**src/rtl/pcie_phy_pkg.sv**
```systemverilog
// Shared link-layer constants and state encoding for the PCIe-style PHY blocks.
package pcie_phy_pkg;

    localparam logic [7:0] COM_SYMBOL            = 8'hBC;
    localparam int         COM_TO_ACTIVE_DEFAULT = 4;

    typedef enum logic [1:0] {
        HUNT   = 2'd0,
        SYNC   = 2'd1,
        ACTIVE = 2'd2
    } align_state_t;

endpackage

```
**src/rtl/serial_paralelo.sv**
```systemverilog
// Receive deserializer: finds byte alignment on the COM symbol, then rebuilds
// MSB-first bytes, flagging data bytes valid and COM idle fill invalid.
module serial_paralelo
    import pcie_phy_pkg::*;
#(
    parameter logic [7:0] COM           = COM_SYMBOL,
    parameter int         COM_TO_ACTIVE = COM_TO_ACTIVE_DEFAULT
) (
    input  logic       clk32_f,
    input  logic       reset,
    input  logic       data_in,
    output logic [7:0] data_out,
    output logic       valid_out,
    output logic       active
);

    localparam int BC_W = $clog2(COM_TO_ACTIVE + 1);

    align_state_t      state;
    logic [7:0]        sr;
    logic [2:0]        bit_cnt;
    logic [BC_W-1:0]   bc_cnt;
    logic [7:0]        w;
    logic [BC_W-1:0]   bc_next;
    logic              is_com;
    logic              boundary;

    // Window of the 8 most recent bits including the one being sampled now.
    assign w        = {sr[6:0], data_in};
    assign is_com   = (w == COM);
    assign boundary = (bit_cnt == 3'd7);
    assign bc_next  = bc_cnt + BC_W'(1);

    always_ff @(posedge clk32_f) begin
        if (reset) begin
            state     <= HUNT;
            sr        <= 8'h00;
            bit_cnt   <= 3'd0;
            bc_cnt    <= '0;
            data_out  <= 8'h00;
            valid_out <= 1'b0;
            active    <= 1'b0;
        end else begin
            sr <= w;
            case (state)
                HUNT: begin
                    if (is_com) begin
                        // This COM fixes the boundary; the next sample is bit 0.
                        bit_cnt <= 3'd0;
                        if (COM_TO_ACTIVE <= 1) begin
                            state  <= ACTIVE;
                            active <= 1'b1;
                            bc_cnt <= BC_W'(COM_TO_ACTIVE);
                        end else begin
                            state  <= SYNC;
                            bc_cnt <= BC_W'(1);
                        end
                    end
                end

                SYNC: begin
                    bit_cnt <= bit_cnt + 3'd1;
                    if (boundary) begin
                        if (is_com) begin
                            if (bc_cnt != BC_W'(COM_TO_ACTIVE)) begin
                                bc_cnt <= bc_next;
                            end
                            if (bc_next == BC_W'(COM_TO_ACTIVE)) begin
                                state  <= ACTIVE;
                                active <= 1'b1;
                            end
                        end else begin
                            state   <= HUNT;
                            bc_cnt  <= '0;
                            bit_cnt <= 3'd0;
                        end
                    end
                end

                ACTIVE: begin
                    bit_cnt <= bit_cnt + 3'd1;
                    // No loss-of-lock detection: only reset leaves ACTIVE.
                    if (boundary) begin
                        data_out  <= w;
                        valid_out <= !is_com;
                    end
                end

                default: begin
                    state   <= HUNT;
                    bc_cnt  <= '0;
                    bit_cnt <= 3'd0;
                    active  <= 1'b0;
                end
            endcase
        end
    end

endmodule

```
**config.mk**
```make
export PLATFORM = sky130hd
export DESIGN_NAME = serial_paralelo
export DESIGN_NICKNAME = d
export VERILOG_FILES = /design/src/rtl/pcie_phy_pkg.sv /design/src/rtl/serial_paralelo.sv
export SDC_FILE = /design/constraint.sdc
export NUM_CORES = 1
export LEC_CHECK = 0
export ABC_AREA = 1
export BUFFER_PORTS_ARGS = -buffer_cell sky130_fd_sc_hd__buf_2
export CAP_MARGIN = 20
export CORE_AREA = 8 8 57 59
export DETAILED_ROUTE_END_ITERATION = 10
export DIE_AREA = 0 0 65 67
export PLACE_DENSITY_LB_ADDON = 0.3
export RECOVER_POWER = 100
export SLEW_MARGIN = 20
export SYNTH_ARGS = -nofsm -noshare
export SYNTH_HDL_FRONTEND = slang
export SYNTH_SLANG_ARGS = --single-unit
```
**constraint.sdc**
```tcl
create_clock -name clk32_f -period 1.25 [get_ports clk32_f]
set_input_delay 0.0625 -clock clk32_f [delete_from_list [all_inputs] [get_ports clk32_f]]
set_output_delay 0.0625 -clock clk32_f [all_outputs]
set_load 0.02 [all_outputs]
```
Word level (Yosys, flattened, before mapping). Cells that the tools add are included. Widths: inputs -> output; s select.

Output and inout port bits: 10. Bits in registers: 25. Bits of input ports: 3. Word-level logic and storage cells: 48.

$add $sub $neg: 2. Reduce and logical (&&, ||, !) cells: 7. Eq/ne operators: 12. Bitwise logic cells: 2. Multiplexer cells: 18.

Operator list (count): $mux 3 (7); $pmux 3 s3 (2); $reduce_and 4->1 (3); $ne 3x3->1 const B (3); $eq 8x8->1 const B (1); $mux 2 (4); $ne 2x2->1 const B (4); $add 3x1->3 const B (2); $eq 3x3->1 const B (2); $pmux 2 s3 (1); $mux 1 (3); $eq 2x1->1 const B (1); $eq 2x2->1 const B (1); $logic_not 2->1 (1); $not 1->1 (2); $pmux 1 s2 (1); $reduce_and 2->1 (1); $reduce_or 2->1 (1); $logic_not 1->1 (1).

Logic depth before layout (Yosys ltp). Gate-level depths: netlist (run 1).

Word-level depth: 6. Depth in mapped cells: 10. Depth with buffers taken out: 10.

Least setup slack after synthesis (run 1). No wires, ideal clock.

Path type: reg-to-reg. Start point: register bit_cnt[0]. End point: register data_out[5]. Arrival time: 1211 ps. Data required time: 1131 ps. Library setup time: 119 ps. Stages on the path, launching flop included: 8. Slack: -81 ps. Buffers on the path: 1. Path through: dfxtp_1 ha_1 ha_1 nand2_1 inv_1 buf_2 o21ai_0 a21oi_1.

Longest elaborated chain between the ends: 2.

RTL lines: from (decl) (RTL line serial_paralelo.sv:21) `logic [2:0] bit_cnt;`; from (signal assigned) (RTL line serial_paralelo.sv:62) `bit_cnt <= bit_cnt + 3'd1;`; from (signal assigned) (RTL line serial_paralelo.sv:81) `bit_cnt <= bit_cnt + 3'd1;`; $eq 3x3->1 (RTL line serial_paralelo.sv:31) `assign boundary = (bit_cnt == 3'd7);`; $reduce_and 2->1 (no source line); to (signal assigned) (RTL line serial_paralelo.sv:84) `data_out <= w;`; to (decl) (RTL line serial_paralelo.sv:12) `output logic [7:0] data_out,`.

No other way between the ends. A chain may end at the register's enable or synchronous reset.

Worst setup path after layout (run 1).
Start point: register state[0]. End point: register state[0].

Longest elaborated chain between the ends: 3.

RTL lines: from (decl) (RTL line serial_paralelo.sv:19) `align_state_t state;`; from (signal assigned) (RTL line serial_paralelo.sv:36) `state <= HUNT;`; from (signal assigned) (RTL line serial_paralelo.sv:51) `state <= ACTIVE;`; from (signal assigned) (RTL line serial_paralelo.sv:55) `state <= SYNC;`; $eq 2x1->1 (tied with other cells) (RTL line serial_paralelo.sv:45) `case (state)`; $ne 3x3->1 (no source line) (tied with other cells); $reduce_and 4->1 (no source line).

Parallel ways exist; a longest one is shown, timed or not.

==> flow_metrics.tcl, run 1 <==
set metrics [dict create \
    power_leakage_nw 0.675 \
    floorplan.rows 18 \
    setup_viol_count_final 9 \
    r2r_end "state[0]" \
    netlist_area_um2 1140 \
    power_frac_comb_pct 46.0 \
    finalCritPeriodShare_pct 110 \
    postSynthRegisterBits 25 \
    switching_share_pct 39.8 \
    final_period_minus_worst_setup_slack_ps 1380 \
    dp_worst_setup_slack_ps -112 \
    fin_cells 203 \
    grt_pass1_wl_um 4140 \
    worst_clock_skew_ps 8.72 \
    placed_cells_incl_taps 189 \
    tritoncts_num_sinks 25 \
    post_route_cells_drive_above_1_share_pct 49.7 \
    remaining_design_rule_violation_count 0 \
    status "finished with violations" \
    initial_core_util_pct 48.4 \
    antenna_nets_post_route 0 \
    failed_checks "negative setup slack" \
    p_sw_uw 1000 \
    global_route.usage.total_pct 11.8 \
    synth_top_area_share_pct 43.8 \
    ys_seq_area_share_pct 43.8 \
    maxSlewViolCount 0 \
    gpl.final_weighted_congestion 0.816 \
    worstSetupEndpointType "flop" \
    yosysWarnings 0 \
    mappedNetlistNets 154 \
    num_vias 1051 \
    num-nets-final 185 \
    clockPowerShare_pct 14.6 \
    start_kind "flop" \
    synth_top_cell_by_area "sky130_fd_sc_hd__dfxtp_1" \
    post_drt_via_cell_ratio 5.18 \
    dr_pass1_iterations 4 \
    total_die_area_um2 4360 \
    final_hold_violations 0 \
    synthesis.area_per_instance_um2 8.00 \
    synthesis.instances 143 \
    antennaDiodeCount 0 \
    first_global_vias 1009 \
    footprint_of_the_multi_input_gates_um2 683 \
    place.port_buffers 12 \
    synth_area_leaders "sky130_fd_sc_hd__dfxtp_1 (44%), sky130_fd_sc_hd__ha_1 (8.8%), sky130_fd_sc_hd__nor2_1 (7.2%)" \
    layout_setup_ws_ps -130 \
    critical_path_class "reg -> reg" \
    clk-insertion-delay-late_ps 310 \
    pin_count_of_the_biggest_net_entering_global_routing 17 \
    area.sequential_um2 512 \
    power.density_nw_per_um2 1640 \
    grt_antenna_before_repair 0 \
    timing.hold.worst.start "reset" \
    grt_setup_unrepaired "true" \
    timing.reg2reg.worst_path_depth 9 \
    critical_path_required_ps 1470 \
    internal_power_mw 1.51 \
    crit-reg2reg-launch "state[0]" \
    ios 13 \
    worst-endpoint-arrival_ps 1600 \
    type_of_the_worst_min_delay_path "in -> reg" \
    worst-path-max-fanout 4 \
    core_region_area_um2 2360 \
    tritoncts "built" \
    timing.fmax_mhz 725 \
    timing.hold.worst_endpoint "bit_cnt[0]" \
    die_height_um 67 \
    dieWidth_um 65 \
    synth_cell_type_count 22 \
    cap_violations 0 \
    areaGrowthSynthToFinish_pct 34.1 \
    clkSlewWorstSetupHoldPaths_ps 140 \
    maximum_level_of_the_cts_h_tree 1 \
    power.ir.vdd_worst_v 0.000936 \
    cts_root_buf "sky130_fd_sc_hd__clkbuf_4" \
    fillerInstances 212 \
    overflow 0 \
    number_of_buffers_created_by_cts 3 \
    drtIter0Drc 53 \
    post_detailed_route_wirelength_per_cell_um 13.4 \
    slew_headroom_pct 74.5 \
    max_slew.worst_pin.slew_ps 383 \
    dp_hpwl_um 1690 \
    postRouteWirelength_um 2720 \
    reg2reg_setup_slack_ps -130 \
    holdPathStages 3 \
    clockBufferDepth 2 \
    pwr-share-seq_pct 39.4 \
]
[Yosys cell counts (all sizes together)]
cell / n
a21oi: 12
or2: 1
o211ai: 1
buf: 2
ha: 8
nand2: 23
clkbuf: 1
o31ai: 1
nand3: 7
dfxtp: 25
o21ai: 14
a211oi: 1
inv: 19
nor2: 28
[flip-flops by register name, indices dropped and copies added, names as in the netlist]
register / count
active: 1
bit_cnt: 3
sr: 7
state: 2
bc_cnt: 3
valid_out: 1
data_out: 8
[area by class of cell]
class | instances | area share (%)
timing repair inverter | 1 | 0.408
sequential | 25 | 33.4
inverter | 19 | 5.14
multi-input combinational | 96 | 44.5
clock inverter | 1 | 0.489
clock buffer | 3 | 1.47
tap | 30 | 2.45
timing repair buffer | 28 | 12.2
[cells in the final DEF, fill, tap and decap left out, drive strengths merged, types with 3 or more instances in the layout]
master,synthesis,layout
a21oi,12,12
buf,2,27
clkbuf,1,3
dfxtp,25,25
ha,8,8
inv,19,19
nand2,23,23
nand3,7,7
nor2,28,28
o21ai,14,14
[per-layer routing]
layer	vias to the layer above	track usage [%]	wire length (um)
li1	515	-	-
met1	513	12.3	1160
met2	19	21.9	1460
met3	4	2.68	74
met4	0	5.18	28
met5	-	0	0
[repair_timing]
item	CTS	global route
endpoints found under the hold margin	2	0
cloned	0	1
setup buffers	3	5
endpoints found under the setup margin	16	17
gates resized for setup	23	25
pin swaps	5	15
hold buffers	1	0
[cell families after synthesis]
| kind of cell | Yosys count | share of synthesized area [%] |
|---|---|---|
| compound gates | 29 | 15.3 |
| flops | 25 | 43.8 |
| buf+inv | 22 | 7.44 |
| fa+ha+maj | 8 | 8.75 |
| simple gates | 59 | 24.7 |
[critical path, cell delays in order, from the launching register on]
cell and delay [ps]:
sky130_fd_sc_hd__dfxtp_2 400, sky130_fd_sc_hd__buf_6 110, sky130_fd_sc_hd__ha_4 150, sky130_fd_sc_hd__inv_4 50, sky130_fd_sc_hd__o21ai_4 180, sky130_fd_sc_hd__inv_2 90
sky130_fd_sc_hd__nand2_2 80, sky130_fd_sc_hd__nor2_2 50, sky130_fd_sc_hd__nor2_1 140, sky130_fd_sc_hd__nor2_1 60
[worst max-delay path by stage]
stage / from / endpoint / slack [ps] / depth (start not counted)
2_1_floorplan: bit_cnt[0] / data_out[5] / 0.8 / 7
3_3_place_gp: state[0] / bc_cnt[0] / -70 / 8
3_5_place_dp: state[0] / bc_cnt[0] / -110 / 8
4_1_cts: bc_cnt[0] / state[1] / -60 / 8
5_1_grt: state[0] / state[1] / -210 / 9
6_report: state[0] / state[0] / -130 / 9
[per-stage QoR]
stage                     setup TNS, ps  hold slack (ps)  power [mW]  util, %  cell area [um2]
after floorplan                       0              141        1.60        -             1150
after global placement             -313              290        1.79     54.4             1290
after detailed placement           -878              297        1.82     54.4             1290
after CTS                          -347             90.1        2.36     60.5             1430
after global routing              -1280             91.1        2.68     64.9             1530
final                              -605             90.8        2.51     64.9             1530
[power groups by stage]
stage	logic, mW	registers, mW	clock network, mW
global route	1.27	0.998	0.410
CTS	1.01	0.969	0.376
detailed placement	0.857	0.961	0
floorplan	0.644	0.951	0
finish	1.15	0.989	0.366
global placement	0.835	0.956	0
No activity file was read; power rests on OpenSTA's default activity.
==> run 2, diff against run 1 <==
ABC_AREA = default   (was 1)
CORE_AREA = 8 8 58 60   (was 8 8 57 59)
DIE_AREA = 0 0 66 68   (was 0 0 65 67)
==> run 2 against run 1 <==
The flow still finishes with violations (negative setup slack); clock power increased by 7.9%; sequential power is 19% lower; clock skew decreased by 2.3 ps; routed wire length up 27%; die area rose by 3.1%; total power decreased by 50%; count of clock-buffer cells in the layout did not move; synthesized cell count fell by 9.1%; area after synthesis rose by 1.9%; critical endpoint is now active; largest cell class unchanged.
==> flow_metrics.tcl, run 2 <==
set metrics [dict create \
    type_of_the_worst_min_delay_path "in -> reg" \
    initial_core_util_pct 45.4 \
    synth_area_leaders "sky130_fd_sc_hd__dfxtp_1 (43%), sky130_fd_sc_hd__ha_1 (8.6%), sky130_fd_sc_hd__nand2_1 (7.7%)" \
    maxSlewViolCount 0 \
    grt_setup_unrepaired "true" \
    num-nets-final 193 \
    global_route.usage.total_pct 15.9 \
    mappedNetlistNets 141 \
    antennaDiodeCount 0 \
    drtIter0Drc 80 \
    reg2reg_setup_slack_ps -320 \
    cap_violations 0 \
    dp_hpwl_um 2270 \
    num_vias 1179 \
    synth_commonest_cells "sky130_fd_sc_hd__dfxtp_1 (25), sky130_fd_sc_hd__nand2_1 (24), sky130_fd_sc_hd__a21oi_1 (11)" \
    remaining_design_rule_violation_count 0 \
    clockBufferDepth 2 \
    layout_setup_ws_ps -317 \
    synthesis.area_per_instance_um2 8.96 \
    power.density_nw_per_um2 699 \
    number_of_buffers_created_by_cts 3 \
    critical_path_class "reg -> reg" \
    cts_root_buf "sky130_fd_sc_hd__clkbuf_4" \
    worst-path-max-fanout 4 \
    post_drt_via_cell_ratio 5.56 \
    timing.fmax_mhz 638 \
    tritoncts "built" \
    slew_headroom_pct 75.3 \
    place.port_buffers 12 \
    floorplan.rows 19 \
    grt_antenna_before_repair 0 \
    die_height_um 68 \
    failed_checks "negative setup slack" \
    layout_top_registers "data_out (8), sr (7)" \
    final_period_minus_worst_setup_slack_ps 1570 \
    registers.top_by_ff_count "data_out" \
    start_kind "flop" \
    overflow 0 \
    core_region_area_um2 2570 \
    post-synth-top-count-cell "sky130_fd_sc_hd__dfxtp_1" \
    final_hold_violations 0 \
    most_common_library_cell_in_the_layout_ignoring_fill_and_taps "sky130_fd_sc_hd__buf_4" \
    critical_path.cell_chain "inv_2, ha_4, nor2b_4, or2_4, or4_4, a21oi_2" \
    power_leakage_nw 0.658 \
    met2_usage_pct 26.1 \
    grt_pass1_wl_um 5510 \
    critical_path_required_ps 1530 \
    total_die_area_um2 4490 \
    holdPathStages 3 \
    synth_cell_type_count 38 \
    cp_num_cells 6 \
    antenna_nets_post_route 0 \
    synth_enable_flop_cells 0 \
    gr-usage-met1_pct 18.0 \
    most-common-layout-cells "sky130_fd_sc_hd__buf_4 (31), sky130_fd_sc_hd__nand2_1 (21), sky130_fd_sc_hd__dfxtp_1 (17), sky130_fd_sc_hd__clkbuf_1 (11), sky130_fd_sc_hd__a21oi_1 (10)" \
    grt-busiest-layer "met2" \
    clk-insertion-delay-late_ps 340 \
    worstSetupEndpointType "flop" \
    async_flop_share_pct 0 \
    yosysWarnings 0 \
    max_slew.worst_pin.slew_ps 370 \
    clkSlewWorstSetupHoldPaths_ps 150 \
    grtUsageMet3_pct 2.78 \
    postSynthRegisterBits 25 \
    crit_path_top_delay_cell "sky130_fd_sc_hd__or4_4" \
    postRouteWirelength_um 3460 \
    timing.hold.ws_ps 75.5 \
    worst_clock_skew_ps 6.44 \
    finalCritPeriodShare_pct 125 \
    prevailing_post_synth_register_cell "sky130_fd_sc_hd__dfxtp_1" \
    post_detailed_route_wirelength_per_cell_um 16.3 \
    status "finished with violations" \
    ios 13 \
    gpl.final_weighted_congestion 0.923 \
    synth_top_cell_by_area "sky130_fd_sc_hd__dfxtp_1" \
    synthesis.instances 130 \
    critical-path-max-stage-delay_ps 430 \
    netlist_area_um2 1160 \
    critical_path_buf_inv_count 1 \
    timing.reg2reg.worst_path_depth 6 \
    pin_count_of_the_biggest_net_entering_global_routing 20 \
    largest_register_ffs 8 \
    path_delay_family "simple AND/OR/NAND/NOR gates" \
    worst-endpoint-arrival_ps 1850 \
    power.ir.vdd_worst_v 0.000609 \
    dieWidth_um 66 \
    post_route_cells_drive_above_1_share_pct 44.8 \
    areaGrowthSynthToFinish_pct 52.6 \
    maximum_level_of_the_cts_h_tree 1 \
    setup-tns-final_ps -1550 \
    setup_viol_count_final 10 \
    tritoncts_num_sinks 25 \
    dr_pass1_iterations 5 \
    ys_seq_area_share_pct 43.0 \
    synth_top_area_share_pct 43.0 \
    first_global_vias 1214 \
]
## run 2: cell count changes after synthesis, moves of 4 or more
cell / delta
sky130_fd_sc_hd__nor2_1: -19
sky130_fd_sc_hd__nand2_1: +7
sky130_fd_sc_hd__nand3_1: -4
sky130_fd_sc_hd__nor2b_1: +7
sky130_fd_sc_hd__inv_1: -6
sky130_fd_sc_hd__inv_2: -5
sky130_fd_sc_hd__o21ai_0: -9
sky130_fd_sc_hd__nand2_2: -5
## run 2: stage by stage
stage	instances	worst slack (ps)	power, mW	utilization, %	instance area (um2)
after global placement	202	-218	0.861	60.2	1550
after global routing	212	-363	1.29	69.2	1780
final	212	-317	1.24	69.2	1780
after floorplan	130	-223	0.841	-	1230
after detailed placement	202	-274	0.863	60.2	1550
after CTS	211	-276	1.25	66.9	1720
## run 2: path summary, 6_finish.rpt
path	endpoint	start
setup / recovery	active	state[1]
hold reg to reg	data_out[2]	data_out[2]
hold / removal	sr[0]	data_in
setup reg to reg	active	state[1]
## run 2: worst min-delay path: cells and delay by family
kind / cells / cell delay [ps]
simple gates: 1 / 120
buf+inv: 2 / 200
## run 2: area by class of cell
type,instances,area [um2]
flip-flops and latches,25,518
well taps,31,38.8
fillers,197,790
inverters,8,32.5
clock buffers,3,22.5
multi-input cells,94,802
repair buffers,50,357
clock inverters,1,7.51
## run 2: layer usage
metal | part of all wire (%) | vias up | routed length [um]
li1 | - | 569 | -
met1 | 44 | 571 | 1510
met2 | 50 | 30 | 1730
met3 | 3.9 | 9 | 135
met4 | 2.7 | 0 | 93
met5 | 0 | - | 0
## run 2: cells by family (layout without fill, tap and decap cells)
logic type,Yosys count,after routing,share of synthesized area [%]
AOI/OAI and AO/OA,33,33,18.9
xor gates and xnor gates,1,1,0.752
adders and majority gates,8,8,8.59
buffers and inverters,12,62,4.73
DFF,25,25,43.0
and+or+nand+nor,51,52,24.1
## run 2: report_power, final
part	internal [mW]	switching, mW	leakage (nW)	total, mW
clock network	0.123	0.272	0.0139	0.395
logic	0.0222	0.0265	0.438	0.0487
registers	0.796	0.00278	0.207	0.799
## run 2: timing repair
action                     CTS  global route
pin swaps                    8             6
cloned                       1             0
resized for setup           29            16
buffers inserted             3             1
hold endpoints to repair     2             0
hold buffers                 1             0
setup endpoints to repair   18            12
==> run 3, diff against run 2 <==
--- a/config.mk
+++ b/config.mk
@@ -9,5 +9,5 @@
 export CAP_MARGIN = 20
-export CORE_AREA = 8 8 58 60
+export CORE_AREA = 8 8 72 49
 export DETAILED_ROUTE_END_ITERATION = 10
-export DIE_AREA = 0 0 66 68
+export DIE_AREA = 0 0 80 57
 export PLACE_DENSITY_LB_ADDON = 0.3
==> constraint.sdc (replaced) <==
create_clock -name clk32_f -period 1.25 [get_ports clk32_f]
set_input_delay 0.125 -clock clk32_f [delete_from_list [all_inputs] [get_ports clk32_f]]
set_output_delay 0.125 -clock clk32_f [all_outputs]
set_load 0.02 [all_outputs]
==> run 3 against run 2 <==
The flow still finishes with violations (negative setup slack); cell count up 1.4%; critical path depth unchanged; hold slack better by 48 ps; maximum frequency up 3.0%; utilization down 3.1 points; register-to-register slack better by 50 ps; non-clock buffer count up 1; clock skew up 3.6 ps; total power up 7.0%; first-iteration DRC count down 3.8%; sequential share of layout area up 0.74 points; combinational power down 20%.
==> flow_metrics.tcl, run 3 (synthesized netlist as in run 2, its figures left out) <==
set metrics [dict create \
    final_period_minus_worst_setup_slack_ps 1520 \
    most-common-layout-cells "sky130_fd_sc_hd__buf_4 (31), sky130_fd_sc_hd__nand2_1 (20), sky130_fd_sc_hd__dfxtp_1 (18), sky130_fd_sc_hd__clkbuf_1 (12), sky130_fd_sc_hd__a21oi_1 (9)" \
    post_route_cells_drive_above_1_share_pct 42.5 \
    antenna_nets_post_route 0 \
    worst_clock_skew_ps 10.1 \
    worstSetupEndpointType "flop" \
    largest_register_ffs 8 \
    critical_path.cell_chain "inv_2, ha_4, nor2b_4, or2_4, or4_4, a21oi_2" \
    antennaDiodeCount 0 \
    power_leakage_nw 0.643 \
    postLayoutCellArea_um2 1710 \
    setup-tns-final_ps -2230 \
    grt_setup_unrepaired "true" \
    maximum_level_of_the_cts_h_tree 1 \
    clockBufferDepth 2 \
    path_delay_family "simple AND/OR/NAND/NOR gates" \
    maxSlewViolCount 0 \
    internal_power_mw 1.04 \
    cap_violations 0 \
    post_drt_via_cell_ratio 5.22 \
    critical_path_class "reg -> reg" \
    clockPowerShare_pct 36.7 \
    remaining_design_rule_violation_count 0 \
    layout_setup_ws_ps -271 \
    grt_pass1_wl_um 5240 \
    postRouteWirelength_um 3220 \
    first_global_vias 1056 \
    num_vias 1123 \
    most_common_library_cell_in_the_layout_ignoring_fill_and_taps "sky130_fd_sc_hd__buf_4" \
    postPlaceCellArea_um2 1560 \
    failed_checks "negative setup slack" \
    gpl.final_weighted_congestion 0.870 \
    tritoncts "built" \
    power.density_nw_per_um2 776 \
    critical-path-max-stage-delay_ps 420 \
    ios 13 \
    worst-endpoint-arrival_ps 1740 \
    floorplan.rows 15 \
    dr_pass1_iterations 4 \
    cts_root_buf "sky130_fd_sc_hd__clkbuf_8" \
    max_slew.worst_pin.slew_ps 306 \
    worst-path-max-fanout 4 \
    crit_path_top_delay_cell "sky130_fd_sc_hd__or4_4" \
    final_hold_violations 0 \
    dieWidth_um 80 \
    drtIter0Drc 77 \
    post_detailed_route_wirelength_per_cell_um 15.0 \
    type_of_the_worst_min_delay_path "in -> reg" \
    dp_hpwl_um 2300 \
    global_route.usage.total_pct 14.2 \
    overflow 0 \
    clk-insertion-delay-late_ps 270 \
    registers.top_by_ff_count "data_out" \
    status "finished with violations" \
    clkSlewWorstSetupHoldPaths_ps 90 \
    fin_total_pwr_mw 1.33 \
    pin_count_of_the_biggest_net_entering_global_routing 14 \
    p_sw_uw 287 \
    power_frac_comb_pct 2.9 \
    dp_worst_setup_slack_ps -292 \
    switching_share_pct 21.6 \
    slew_headroom_pct 79.4 \
    tritoncts_num_sinks 25 \
    layout_top_registers "data_out (8), sr (7)" \
    critical_path_buf_inv_count 1 \
    timing.fmax_mhz 658 \
    number_of_buffers_created_by_cts 3 \
    total_die_area_um2 4560 \
    initial_core_util_pct 45.0 \
    pwr-share-seq_pct 60.4 \
    reg2reg_setup_slack_ps -270 \
    critical_path_required_ps 1470 \
    start_kind "flop" \
    fillerInstances 212 \
    grt_antenna_before_repair 0 \
    power.ir.vdd_worst_v 0.000515 \
    place.port_buffers 12 \
    die_height_um 57 \
    core_region_area_um2 2590 \
    setup_viol_count_final 18 \
    finalCritPeriodShare_pct 122 \
    areaGrowthSynthToFinish_pct 47.0 \
    num-nets-final 193 \
]
==> run 3: changes by cell type in the layout (fill, tap and decap cells not counted), sizes merged <==
| cell | previous run | this run |
|---|---|---|
| clkbuf | 14 | 18 |
| clkinvlp | 1 | 0 |
| and2 | 3 | 2 |
| dlygate4sd3 | 1 | 0 |
| buf | 38 | 37 |
==> run 3: worst paths after layout <==
check | start | end | depth (start not counted)
min | data_in | data_out[0] | 3
min reg2reg | data_out[0] | data_out[0] | 2
max reg2reg | state[1] | active | 6
max | state[1] | active | 6
==> run 3: cell type report <==
type / instances / area (um2) / share of cell area [%]
Inverter: 8 / 30.0 / 1.75
Multi-Input combinational cell: 93 / 732 / 42.7
Tap cell: 34 / 42.5 / 2.48
Clock buffer: 4 / 45.0 / 2.63
Timing Repair Buffer: 51 / 352 / 20.5
Sequential cell: 25 / 512 / 29.9
==> run 3: timing repair <==
item / in CTS / in global routing
endpoints found under the setup margin: 18 / 18
hold buffers: 0 / 0
pin swaps: 10 / 2
resized for setup: 15 / 13
buffers inserted: 3 / 2
cloned: 0 / 0
==> run 3: power by group through the flow <==
stage | Clock (mW) | Sequential [mW] | Combinational [mW]
finish | 0.488 | 0.802 | 0.0391
floorplan | 0 | 0.822 | 0.0191
global route | 0.522 | 0.804 | 0.0414
CTS | 0.496 | 0.802 | 0.0379
detailed placement | 0 | 0.823 | 0.0371
global placement | 0 | 0.822 | 0.0360
==> run 3: routing by layer <==
| layer | track usage (%) | vias to the layer above | part of all wire [%] |
|---|---|---|---|
| li1 | - | 564 | - |
| met1 | 19.2 | 541 | 50 |
| met2 | 22.3 | 16 | 47 |
| met3 | 3.76 | 2 | 3.4 |
| met4 | 2.32 | 0 | 0.25 |
| met5 | 0 | - | 0 |
==> run 3: metrics by stage <==
stage,util [%],hold WS (ps),cells
after floorplan,-,253,130
after global placement,60.1,386,206
after detailed placement,60.1,402,206
after CTS,64.4,117,213
after global routing,66.1,133,215
final,66.1,124,215
==> run 3: tightest hold or removal path, cell delays in order <==
cell,delay (ps)
sky130_fd_sc_hd__buf_2,120
sky130_fd_sc_hd__nand2_1,60
sky130_fd_sc_hd__a21oi_1,50
